[config.mk]
export PLATFORM = sky130hd
export DESIGN_NAME = calc_sequencer_flat
export DESIGN_NICKNAME = d
export VERILOG_FILES = /design/src/rtl/calc_pkg.sv /design/src/rtl/calc_if.sv /design/src/rtl/calc_debounce.sv /design/src/rtl/calc_sequencer.sv /design/src/flat_wrapper.sv
export SDC_FILE = /design/constraint.sdc
export NUM_CORES = 1
export LEC_CHECK = 0
export CAP_MARGIN = 15
export CORE_ASPECT_RATIO = 1.2
export CORE_UTILIZATION = 50
export DETAILED_ROUTE_END_ITERATION = 10
export HOLD_SLACK_MARGIN = 0.1
export PLACE_DENSITY = 0.81
export SLEW_MARGIN = 0
export SYNTH_ARGS = -nofsm -noshare
export SYNTH_HDL_FRONTEND = slang
export SYNTH_SLANG_ARGS = --single-unit
[constraint.sdc]
create_clock -name clk -period 2.05 [get_ports clk]
set_clock_uncertainty 0.15 [all_clocks]
set_input_delay 0.205 -clock clk [delete_from_list [all_inputs] [get_ports clk]]
set_output_delay 0.205 -clock clk [all_outputs]
set_load 0.02 [all_outputs]
[src/rtl/calc_pkg.sv]
// -----------------------------------------------------------------------------
// calc_pkg
// Shared types and constants for the calculator control path: ALU op codes,
// sequencer states, active-low status LED patterns and the op-button priority
// encoder used when several op buttons are accepted in the same cycle.
// -----------------------------------------------------------------------------
package calc_pkg;

   typedef enum logic [1:0] {
      PLUS = 2'd0,
      SUB  = 2'd1,
      MUL  = 2'd2,
      DIV  = 2'd3
   } op_t;

   typedef enum logic [2:0] {
      IDLE,
      HAVE_A,
      HAVE_B,
      EXEC,
      SHOW
   } state_t;

   // Active-low LED patterns: exactly one LED lit per phase.
   localparam logic [2:0] LED_IDLE = 3'b110;
   localparam logic [2:0] LED_A    = 3'b101;
   localparam logic [2:0] LED_B    = 3'b011;

   // Lowest-index op wins: plus > minus > mult > div.
   function automatic op_t lowest_op(input logic [3:0] press);
      if (press[0])      return PLUS;
      else if (press[1]) return SUB;
      else if (press[2]) return MUL;
      else               return DIV;
   endfunction

endpackage

[src/rtl/calc_if.sv]
// -----------------------------------------------------------------------------
// calc_if
// Handshake between the calculator sequencer and the arithmetic unit.
//   operand_a/operand_b : latched operands (sequencer -> ALU)
//   alu_op              : op code, held from alu_start until alu_done
//   alu_start           : one-cycle launch pulse
//   alu_done            : one-cycle pulse, result valid (ALU -> sequencer)
//   alu_error           : qualified by alu_done
// Modports: master = sequencer side, slave = ALU side.
// -----------------------------------------------------------------------------
interface calc_if
   import calc_pkg::*;
#(
   parameter int IN_WIDTH = 4
) ();

   logic [IN_WIDTH-1:0] operand_a;
   logic [IN_WIDTH-1:0] operand_b;
   op_t                 alu_op;
   logic                alu_start;
   logic                alu_done;
   logic                alu_error;

   modport master (
      output operand_a, operand_b, alu_op, alu_start,
      input  alu_done, alu_error
   );

   modport slave (
      input  operand_a, operand_b, alu_op, alu_start,
      output alu_done, alu_error
   );

endinterface

[src/rtl/calc_debounce.sv]
// -----------------------------------------------------------------------------
// calc_debounce
// Debouncer for one active-low push button.
//   clk, rst_n : clock, asynchronous active-low reset
//   btn_ni     : raw button level, active-low, asynchronous to clk
//   press_o    : one-cycle pulse on the debounced high-to-low edge
//   release_o  : one-cycle pulse on the debounced low-to-high edge
// The raw level is 2-FF synchronised; the debounced level follows only after
// DEBOUNCE_CYCLES consecutive samples that differ from it. Press-to-pulse
// latency is 2 + DEBOUNCE_CYCLES cycles.
// -----------------------------------------------------------------------------
module calc_debounce #(
   parameter int DEBOUNCE_CYCLES = 1000
) (
   input  logic clk,
   input  logic rst_n,
   input  logic btn_ni,
   output logic press_o,
   output logic release_o
);

   localparam int            CW       = $clog2(DEBOUNCE_CYCLES + 1);
   localparam logic [CW-1:0] CNT_LAST = CW'(DEBOUNCE_CYCLES - 1);

   logic          sync1_q, sync2_q;
   logic          level_q, level_d;
   logic          press_q, press_d;
   logic          release_q, release_d;
   logic [CW-1:0] cnt_q, cnt_d;

   // NOTE: every variable gets its default before any branch; a path that
   // leaves a combinational output unassigned would infer a latch.
   always_comb begin
      cnt_d     = cnt_q;
      level_d   = level_q;
      press_d   = 1'b0;
      release_d = 1'b0;
      if (sync2_q == level_q) begin
         cnt_d = '0;
      end else if (cnt_q == CNT_LAST) begin
         // Last differing sample of the run: accept the new level. The count
         // stops here, so it never wraps.
         cnt_d     = '0;
         level_d   = sync2_q;
         press_d   = ~sync2_q;
         release_d = sync2_q;
      end else begin
         cnt_d = cnt_q + 1'b1;
      end
   end

   // NOTE: sequential state uses non-blocking assignments so that every flop
   // samples the pre-edge value of the others (the sync chain depends on it).
   always_ff @(posedge clk or negedge rst_n) begin
      if (!rst_n) begin
         sync1_q   <= 1'b1;
         sync2_q   <= 1'b1;
         level_q   <= 1'b1;
         cnt_q     <= '0;
         press_q   <= 1'b0;
         release_q <= 1'b0;
      end else begin
         sync1_q   <= btn_ni;
         sync2_q   <= sync1_q;
         level_q   <= level_d;
         cnt_q     <= cnt_d;
         press_q   <= press_d;
         release_q <= release_d;
      end
   end

   assign press_o   = press_q;
   assign release_o = release_q;

endmodule

[src/rtl/calc_sequencer.sv]
// -----------------------------------------------------------------------------
// calc_sequencer
// Control FSM of the calculator datapath.
//   clk, rst_n    : clock, asynchronous active-low reset
//   in_number_i   : operand switches, active-low (operand = ~in_number_i)
//   key_i[1:0]    : enter buttons, active-low; [0]=enter A, [1]=enter B
//   arif_i[3:0]   : op buttons, active-low; [0]=+ [1]=- [2]=* [3]=/
//   alu           : calc_if.master (operands, op, start / done, error)
//   disp_sel_o    : 0 = live input, 1 = result
//   disp_error_o  : display shows "E"
//   disp_point_o  : decimal point for the x100-scaled division result
//   led_o[2:0]    : active-low status LEDs
// -----------------------------------------------------------------------------
module calc_sequencer
   import calc_pkg::*;
#(
   parameter int IN_WIDTH        = 4,
   parameter int DEBOUNCE_CYCLES = 1000,
   parameter int ALU_TIMEOUT     = 64
) (
   input  logic                clk,
   input  logic                rst_n,
   input  logic [IN_WIDTH-1:0] in_number_i,
   input  logic [1:0]          key_i,
   input  logic [3:0]          arif_i,
   calc_if.master              alu,
   output logic                disp_sel_o,
   output logic                disp_error_o,
   output logic                disp_point_o,
   output logic [2:0]          led_o
);

   localparam int            TW           = $clog2(ALU_TIMEOUT + 1);
   localparam logic [TW-1:0] TIMEOUT_LAST = TW'(ALU_TIMEOUT - 1);

   logic [1:0] key_press, key_release_unused;
   logic [3:0] op_press, op_release;

   for (genvar i = 0; i < 2; i++) begin : g_key_db
      calc_debounce #(.DEBOUNCE_CYCLES(DEBOUNCE_CYCLES)) u_db (
         .clk       (clk),
         .rst_n     (rst_n),
         .btn_ni    (key_i[i]),
         .press_o   (key_press[i]),
         .release_o (key_release_unused[i])
      );
   end

   for (genvar i = 0; i < 4; i++) begin : g_op_db
      calc_debounce #(.DEBOUNCE_CYCLES(DEBOUNCE_CYCLES)) u_db (
         .clk       (clk),
         .rst_n     (rst_n),
         .btn_ni    (arif_i[i]),
         .press_o   (op_press[i]),
         .release_o (op_release[i])
      );
   end

   state_t              state_q, state_d;
   logic [IN_WIDTH-1:0] op_a_q, op_a_d, op_b_q, op_b_d;
   op_t                 alu_op_q, alu_op_d;
   logic                start_q, start_d;
   logic                sel_q, sel_d, err_q, err_d, point_q, point_d;
   logic [2:0]          led_q, led_d;
   logic [TW-1:0]       timer_q, timer_d;
   op_t                 new_op;

   assign new_op = lowest_op(op_press);

   always_comb begin
      state_d  = state_q;
      op_a_d   = op_a_q;
      op_b_d   = op_b_q;
      alu_op_d = alu_op_q;
      start_d  = 1'b0;
      sel_d    = sel_q;
      err_d    = err_q;
      point_d  = point_q;
      led_d    = led_q;
      timer_d  = timer_q;

      case (state_q)
         EXEC: begin
            // Buttons are deliberately ignored while the ALU is busy.
            timer_d = timer_q + 1'b1;
            if (alu.alu_done) begin
               state_d = SHOW;
               sel_d   = 1'b1;
               err_d   = alu.alu_error;
               point_d = (alu_op_q == DIV) && !alu.alu_error;
            end else if (timer_q == TIMEOUT_LAST) begin
               state_d = SHOW;
               sel_d   = 1'b1;
               err_d   = 1'b1;
               point_d = 1'b0;
            end
         end
         default: begin
            // Priority: enter A, then enter B, then op press, then release.
            if (key_press[0]) begin
               op_a_d  = ~in_number_i;
               led_d   = LED_A;
               state_d = HAVE_A;
               sel_d   = 1'b0;
               err_d   = 1'b0;
               point_d = 1'b0;
            end else if (key_press[1] && (state_q == HAVE_A || state_q == HAVE_B)) begin
               op_b_d  = ~in_number_i;
               led_d   = LED_B;
               state_d = HAVE_B;
            end else if (state_q == HAVE_B && |op_press) begin
               alu_op_d = new_op;
               led_d    = LED_IDLE;
               if (new_op == DIV && op_b_q == '0) begin
                  // Division by zero never reaches the ALU.
                  state_d = SHOW;
                  sel_d   = 1'b1;
                  err_d   = 1'b1;
                  point_d = 1'b0;
               end else begin
                  start_d = 1'b1;
                  timer_d = '0;
                  state_d = EXEC;
               end
            end else if (state_q == SHOW && op_release[alu_op_q]) begin
               // Operands stay latched so a new op press recomputes.
               state_d = HAVE_B;
               sel_d   = 1'b0;
               err_d   = 1'b0;
               point_d = 1'b0;
            end
         end
      endcase
   end

   always_ff @(posedge clk or negedge rst_n) begin
      if (!rst_n) begin
         state_q  <= IDLE;
         op_a_q   <= '0;
         op_b_q   <= '0;
         alu_op_q <= PLUS;
         start_q  <= 1'b0;
         sel_q    <= 1'b0;
         err_q    <= 1'b0;
         point_q  <= 1'b0;
         led_q    <= LED_IDLE;
         timer_q  <= '0;
      end else begin
         state_q  <= state_d;
         op_a_q   <= op_a_d;
         op_b_q   <= op_b_d;
         alu_op_q <= alu_op_d;
         start_q  <= start_d;
         sel_q    <= sel_d;
         err_q    <= err_d;
         point_q  <= point_d;
         led_q    <= led_d;
         timer_q  <= timer_d;
      end
   end

   assign alu.operand_a = op_a_q;
   assign alu.operand_b = op_b_q;
   assign alu.alu_op    = alu_op_q;
   assign alu.alu_start = start_q;
   assign disp_sel_o    = sel_q;
   assign disp_error_o  = err_q;
   assign disp_point_o  = point_q;
   assign led_o         = led_q;

endmodule
[src/flat_wrapper.sv]
// flat-port wrapper written by rule: the top's interface ports become plain ports
module calc_sequencer_flat import calc_pkg::*;
#(
   parameter int IN_WIDTH        = 4,
   parameter int DEBOUNCE_CYCLES = 1000,
   parameter int ALU_TIMEOUT     = 64
)
  (clk, rst_n, in_number_i, key_i, arif_i, disp_sel_o, disp_error_o, disp_point_o, led_o, alu_operand_a, alu_operand_b, alu_alu_op, alu_alu_start, alu_alu_done, alu_alu_error);
  calc_if #(.IN_WIDTH(IN_WIDTH)) alu_i ();
  input  logic clk;
  input  logic rst_n;
  input  logic [IN_WIDTH-1:0] in_number_i;
  input  logic [1:0] key_i;
  input  logic [3:0] arif_i;
  output logic disp_sel_o;
  output logic disp_error_o;
  output logic disp_point_o;
  output logic [2:0] led_o;
  output wire logic [$bits(alu_i.operand_a)-1:0] alu_operand_a;
  output wire logic [$bits(alu_i.operand_b)-1:0] alu_operand_b;
  output wire logic [$bits(alu_i.alu_op)-1:0] alu_alu_op;
  output wire logic [$bits(alu_i.alu_start)-1:0] alu_alu_start;
  input wire logic [$bits(alu_i.alu_done)-1:0] alu_alu_done;
  input wire logic [$bits(alu_i.alu_error)-1:0] alu_alu_error;
  assign alu_operand_a = alu_i.operand_a;
  assign alu_operand_b = alu_i.operand_b;
  assign alu_alu_op = alu_i.alu_op;
  assign alu_alu_start = alu_i.alu_start;
  assign alu_i.alu_done = alu_alu_done;
  assign alu_i.alu_error = alu_alu_error;
  calc_sequencer #(.IN_WIDTH(IN_WIDTH), .DEBOUNCE_CYCLES(DEBOUNCE_CYCLES), .ALU_TIMEOUT(ALU_TIMEOUT)) u_core (.clk(clk), .rst_n(rst_n), .in_number_i(in_number_i), .key_i(key_i), .arif_i(arif_i), .alu(alu_i), .disp_sel_o(disp_sel_o), .disp_error_o(disp_error_o), .disp_point_o(disp_point_o), .led_o(led_o));
endmodule
==> metrics.txt, run 1 <==
drt wl/cell=14.68 µm; yosys warns=0; Final GP Congestion=0.9122; highest metal used=met4; sequential area share after synthesis=0.5848; antenna cell count=0; Final Hold Fails=0; FFs w/ async S/R, synth=1.000; Overall Global Routing Usage=0.2102; Pleak=2.690 nW; unrepaired setup endpoints after global routing=true; number of flops mapped to enable cells by yosys=0; Hold WS=129.6 ps; Avg Synthesized Cell Area=10.91 µm²; pins over their slew limit=0; Final Critical Period=2016 ps; max-cap viol count=0; PortBufs=30; met2 wire length=5.006 mm; CTS Buf Count=17; Post-Synth Adder-Cell Area=0.01765; Core Region=9564 µm²; Detailed Place HPWL=6.428 mm; met1 WL=4.053 mm; reg-to-reg setup timing slack=30 ps; CTS tree=built; pre-CTS setup slack=10.75 ps; Slowest Stage Delay on Critical Path=560 ps; Worst Max-Slew Pin Slew=551.1 ps; RR Endpoint=u_core.state_q[2]$_DFFE_PN0P_; Area growth, synth to finish=25.01%; worst reg2reg path depth=5; final setup margin=34.23 ps; critical path launch point type=flip-flop; Sw Share=0.2467; GRT Residual Overflow=0; largest family of logic cells by synthesized area=simple AND/OR/NAND/NOR gates; Starting Density=0.5190; Pre-antenna DRT Iters=4; Clk Latency, worst-skew pair=410 ps; reg2reg start=u_core.state_q[1]$_DFFE_PN0P_; synthesized flop and latch total=115; setup TNS=0 ps; Synth top area share=0.4790; global-route wire length before repair=16.60 mm; Top Ports=31; DRT iter0 DRCs=195; Setup crit end kind=flip-flop; metal3 WL=385 µm; Post-Synth Simple-Gate Area=0.2029; status=finished, final reports clean; xor/xnor share of the synthesized area=0.1059; syn_nets=476; initial antenna violation count=0; leading area contributor after synthesis=dfrtp_1; Psw=0.001460 W; via count of the first global-routing pass=3636; combinational group share of total power=0.094; clock transition at the registers of the reported paths=60 ps; most frequent cell after synthesis=dfrtp_1; largest net degree at the start of global routing=50; origin of the worst setup path=u_core.state_q[1]$_DFFE_PN0P_; buffer and inverter count on the worst path=0; Core Util, Final=0.6487; Via Count=3472; Die Wd=92.96 µm; Site Rows=39; Netlist cell types=42; Root Driver=clkbuf_16; H-tree depth=4; Top FF cell, synth=dfrtp_1; DR vias/cell=5.277; # DRC=0; total wire length=9.657 mm; Final Power=0.005920 W; mux share of post-synthesis cell area=0.02722; slew margin rel.=0.6309; min-delay worst type=in2async; Die H=111.1 µm; complex-gate fraction of the synthesized area=0.05016; clk buf depth=2; CP Max Fanout=6; clock network power share=0.482; maximum clock frequency=496.1 MHz; worst-path cell chain=nand3b_1, nand2b_1, or4_4, o21a_4, mux2_4; synthesized area=4964 µm²; die area=10330 µm²; fill count=740; CP top delay family=simple AND/OR/NAND/NOR gates; slowest CP cell=or4_4; cell-internal power=0.004459 W; maximum vdd drop=0.0006353 V; post-route ant nets=0; gate count of the mapped netlist=455; final worst-path cycle share=0.9833; share of power burned in registers=0.424; power per cell area=954.0 nW/µm²; Setup violations, final=0; fraction of layout cells with a size suffix above 1=0.1645; largest cells by area after synthesis=dfrtp_1 48%, dfstp_2 11%, nor2_1 6.0%, xnor2_1 5.8%, xor2_1 4.8%; CP Data Arrival Time=2160 ps; Sink Count=115; critical path class=reg2reg; Post-synth top cells=95 x dfrtp_1, 79 x nor2_1, 44 x nand2_1; Req. time, crit path=2200 ps; Final nets=543
-- per-stage QoR --
stage | instance area, µm² | instances
final | 6205 | 658
after global routing | 6205 | 658
after CTS | 6191 | 658
after detailed placement | 5520 | 617
after global placement | 5520 | 617
after floorplan | 4965 | 455
-- state kept, by name, indices dropped and copies added (netlist names), 3 cells and up --
signal	count
u_core.g_op_db.u_db.sync2_q	4
u_core.led_o	3
u_core.timer_q	7
u_core.state_q	3
u_core.alu.operand_a	4
u_core.g_op_db.u_db.sync1_q	4
u_core.g_op_db.u_db.level_q	4
u_core.g_op_db.u_db.press_o	4
u_core.g_key_db.u_db.cnt_q	20
u_core.g_op_db.u_db.release_o	4
u_core.alu.operand_b	4
u_core.g_op_db.u_db.cnt_q	40
-- power by group through the flow --
stage / combinational, W / sequential, W / clock, W
2_1_floorplan: 0.000295 / 0.00253 / 0
3_5_place_dp: 0.000532 / 0.00254 / 0
6_report: 0.000557 / 0.00251 / 0.00285
5_1_grt: 0.000622 / 0.00252 / 0.00301
3_3_place_gp: 0.000514 / 0.00253 / 0
4_1_cts: 0.000561 / 0.00250 / 0.00291
-- layer usage --
metal  GRT usage  vias up
met2      0.3480       81
met4     0.09846        0
li1            -     1674
met1      0.2474     1698
met5           0        -
met3     0.06447       19
-- cells in the final DEF, fill, tap and decap left out, types with 2 or more instances in the layout --
cell and instances:
ha_1 7, nand3_1 15, nor4_1 4, o211ai_1 5, nor3b_1 10, nor2b_1 3
xor2_1 27, clkinv_4 2, xnor2_1 33, nand2b_1 3, buf_12 2, bufinv_16 2
a21oi_1 9, inv_1 12, nand4_1 7, clkbuf_16 17, and3_1 18, or4_1 4
o41ai_1 2, buf_4 13, nor2_1 79, dlygate4sd3_1 7, o21ai_0 8, dfstp_2 20
mux2_2 8, clkdlybuf4s50_1 29, and2_1 6, clkinvlp_4 8, mux2i_1 3, nand2_1 43
nor3_1 11, dfrtp_1 92, a22o_1 2, inv_6 2, or2_2 2, dfrtp_2 3
-- kinds of logic after synthesis --
logic type                 Yosys count
and+or+nand+nor                    210
DFF                                115
xor gates and xnor gates            60
AOI/OAI and AO/OA                   36
buffers and inverters               15
muxes                               12
adders and majority gates            7
-- worst reg2reg max path, delay by kind of cell (launching register included) --
kind / cells / cell delay (ps)
AO/OA/AOI/OAI: 1 / 250
AND/OR/NAND/NOR: 3 / 770
multiplexers: 1 / 290
flip-flops: 1 / 440
-- cell type report --
| class | count | area [µm²] | share of cell area |
|---|---|---|---|
| tap | 123 | 153.9 | 0.02480 |
| multi-input combinational | 325 | 2016 | 0.3249 |
| inverter | 12 | 45.04 | 0.007260 |
| timing repair buffer | 51 | 498.0 | 0.08026 |
| sequential | 115 | 2907 | 0.4684 |
| clock buffer | 17 | 425.4 | 0.06856 |
| clock inverter | 15 | 160.2 | 0.02581 |
-- worst max path at each step --
stage               cells after the start                            end  slack (ps)
finish                                  5  u_core.state_q[2]$_DFFE_PN0P_          30
global route                            5  u_core.state_q[2]$_DFFE_PN0P_         -30
CTS                                     5  u_core.state_q[2]$_DFFE_PN0P_          20
detailed placement                      5  u_core.state_q[2]$_DFFE_PN0P_          10
global placement                        5  u_core.state_q[2]$_DFFE_PN0P_          60
floorplan                               5  u_core.state_q[2]$_DFFE_PN0P_          -8
-- what timing repair did --
item | CTS | global route
buffers inserted | 2 | 0
hold endpoints to repair | 108 | 0
gates resized for setup | 0 | 4
hold buffers | 7 | 0
setup endpoints to repair | 1 | 11
(Power assumes the default switching activity.)
==> run 2, diff against run 1 <==
--- a/config.mk
+++ b/config.mk
@@ -8,6 +8,7 @@
 export CAP_MARGIN = 15
 export CORE_ASPECT_RATIO = 1.2
 export CORE_UTILIZATION = 50
+export CTS_CLUSTER_DIAMETER = 40
 export DETAILED_ROUTE_END_ITERATION = 10
 export HOLD_SLACK_MARGIN = 0.1
 export PLACE_DENSITY = 0.81
==> results of run 2 <==
The final DEF is identical to that of run 1; final timing and power are the same.
==> run 3, diff against run 2 <==
--- a/config.mk
+++ b/config.mk
@@ -9,8 +9,8 @@
 export CORE_ASPECT_RATIO = 1.2
 export CORE_UTILIZATION = 50
 export CTS_CLUSTER_DIAMETER = 40
+export CTS_CLUSTER_SIZE = 30
 export DETAILED_ROUTE_END_ITERATION = 10
-export HOLD_SLACK_MARGIN = 0.1
 export PLACE_DENSITY = 0.81
 export SLEW_MARGIN = 0
 export SYNTH_ARGS = -nofsm -noshare
==> metrics.txt, run 3 (synthesis gave the netlist of run 1 again) <==
status=finished, final reports clean; Core Util, Final=0.6425 (-0.006279); Setup violations, final=0 (unchanged); combinational group share of total power=0.093 (about the same); Sw Share=0.2471 (+0.0003934); drt wl/cell=14.75 µm (+0.53%); CTS Buf Count=17 (unchanged); Setup crit end kind=flip-flop; area of the multi-input gates=2016 µm² (unchanged); Sink Count=115 (unchanged); Overall Global Routing Usage=0.2095 (-0.0007314); Req. time, crit path=2200 ps (about the same); via count of the first global-routing pass=3611 (-0.69%); slowest CP cell=or4_4; Slowest Stage Delay on Critical Path=560 ps (about the same); critical path class=reg2reg; Pleak=2.665 nW (-0.93%); clock transition at the registers of the reported paths=60 ps (about the same); GRT Residual Overflow=0 (unchanged); Final nets=537 (-1.1%); CP Data Arrival Time=2170 ps (about the same); post-route ant nets=0 (unchanged); maximum vdd drop=0.0006344 V (-0.15%); Clk Latency, worst-skew pair=410 ps (about the same); share of power burned in registers=0.424 (about the same); initial antenna violation count=0 (unchanged); DRT iter0 DRCs=181 (-7.2%); Die H=111.1 µm (unchanged); placed cell area=5520 µm² (unchanged); slew margin rel.=0.6309 (about the same); buffer and inverter count on the worst path=0 (unchanged); Area growth, synth to finish=23.80%; unrepaired setup endpoints after global routing=true; PortBufs=30 (unchanged); Detailed Place HPWL=6.428 mm (unchanged); final setup margin=27.98 ps (-6.251 ps); Via Count=3469 (-0.086%); Pre-antenna DRT Iters=4 (unchanged); largest net degree at the start of global routing=50 (unchanged); critical path launch point type=flip-flop; Final Cell Area=6145 µm² (-0.97%); clk buf depth=2 (unchanged); min-delay worst type=in2reg; CTS tree=built; cell-internal power=0.004451 W (-0.18%); global-route wire length before repair=16.54 mm (-0.37%); Largest register FFs=40 (unchanged); fraction of layout cells with a size suffix above 1=0.1664 (+0.001866); Psw=0.001461 W (about the same); most frequent cells in the layout=92 x dfrtp_1, 79 x nor2_1, 43 x nand2_1; commonest non-fill, non-tap cell in the layout=dfrtp_1; antenna cell count=0 (unchanged); maximum clock frequency=494.6 MHz (-0.31%); # DRC=0 (unchanged); CP Max Fanout=5 (-1); register area=2907 µm² (unchanged); Die Wd=92.96 µm (unchanged); H-tree depth=4 (unchanged); max-cap viol count=0 (unchanged); Final GP Congestion=0.9122 (unchanged); power per cell area=962.2 nW/µm² (+0.85%); clock network power share=0.483 (about the same); Top Ports=31 (unchanged); DR vias/cell=5.321 (+0.83%); Largest Register=u_core.g_op_db.u_db.cnt_q; Hold WS=44.05 ps (-85.57 ps); die area=10330 µm² (unchanged); Final Critical Period=2022 ps (+6.251 ps); Worst Max-Slew Pin Slew=551.2 ps (+0.02217 ps); final worst-path cycle share=0.9864 (+0.003049); Starting Density=0.5190 (unchanged); fill count=745 (+0.68%); CP top delay family=simple AND/OR/NAND/NOR gates; Site Rows=39 (unchanged); pins over their slew limit=0 (unchanged); Root Driver=clkbuf_16; total wire length=9.620 mm (-0.38%); Core Region=9564 µm² (unchanged); pre-CTS setup slack=10.75 ps (unchanged); Final Hold Fails=0 (unchanged); worst-path cell chain=nand3b_1, nand2b_1, or4_4, o21a_4, mux2_4; biggest regs=u_core.g_op_db.u_db.cnt_q x40, u_core.g_key_db.u_db.cnt_q x20, u_core.timer_q x7
==> run 3: path summary, 6_finish.rpt <==
path                                                     startpoint                                   endpoint  slack, ps  depth (start not counted)
setup / recovery                      u_core.state_q[0]$_DFFE_PN0P_              u_core.state_q[2]$_DFFE_PN0P_         30                          5
hold / removal                                             key_i[0]  u_core.g_key_db[0].u_db.sync1_q$_DFF_PN1_         40                          1
setup reg to reg                      u_core.state_q[0]$_DFFE_PN0P_              u_core.state_q[2]$_DFFE_PN0P_         30                          5
hold reg to reg            u_core.g_op_db[3].u_db.sync1_q$_DFF_PN1_   u_core.g_op_db[3].u_db.sync2_q$_DFF_PN1_        210                          0
max in group asynchronous                                     rst_n                u_core.led_o[2]$_DFFE_PN1P_        970                          3
min in group asynchronous                                     rst_n        u_core.alu.operand_a[3]$_DFFE_PN0P_        130                          2
==> run 3: through the flow <==
step / setup TNS [ps] / total power [W] / std cells
final: 0 / 0.005912 / 652
after global routing: -27.94 / 0.006150 / 652
after CTS: 0 / 0.005965 / 652
after detailed placement: 0 / 0.003076 / 617
after global placement: 0 / 0.003046 / 617
after floorplan: -7.984 / 0.002828 / 455
==> run 3: layout make-up <==
type / count / share of cell area
sequential: 115 / 0.4730
multi-input combinational: 325 / 0.3280
timing repair buffer: 45 / 0.07127
clock buffer: 17 / 0.06923
clock inverter: 15 / 0.02606
tap: 123 / 0.02505
inverter: 12 / 0.007330
==> run 3: timing repair <==
| action | 4_1_cts | 5_1_grt |
|---|---|---|
| buffers inserted | 2 | 0 |
| resized for setup | 0 | 4 |
| endpoints found under the hold margin | 102 | 0 |
| setup endpoints to repair | 1 | 11 |
| hold buffers | 1 | 0 |
==> run 3: worst reg2reg max path: cells and delay by family, from the launching register on <==
| kind | cells | cell delay [ps] |
|---|---|---|
| AOI/OAI and AO/OA | 1 | 250 |
| DFF | 1 | 440 |
| muxes | 1 | 290 |
| and+or+nand+nor | 3 | 770 |
==> run 3: power groups by stage <==
stage                     clock [W]  combinational (W)  sequential, W
after CTS                   0.00291           0.000552        0.00250
final                       0.00286           0.000548        0.00251
after global placement            0           0.000514        0.00253
after global routing        0.00301           0.000612        0.00252
after detailed placement          0           0.000532        0.00254
after floorplan                   0           0.000295        0.00253
==> run 3: metal layers <==
metal  up-vias  GRT usage  wire, µm
li1       1662          -         -
met1      1698     0.2464      4042
met2        83     0.3461      4952
met3        26    0.06516       381
met4         0    0.09846       244
met5         -          0         0
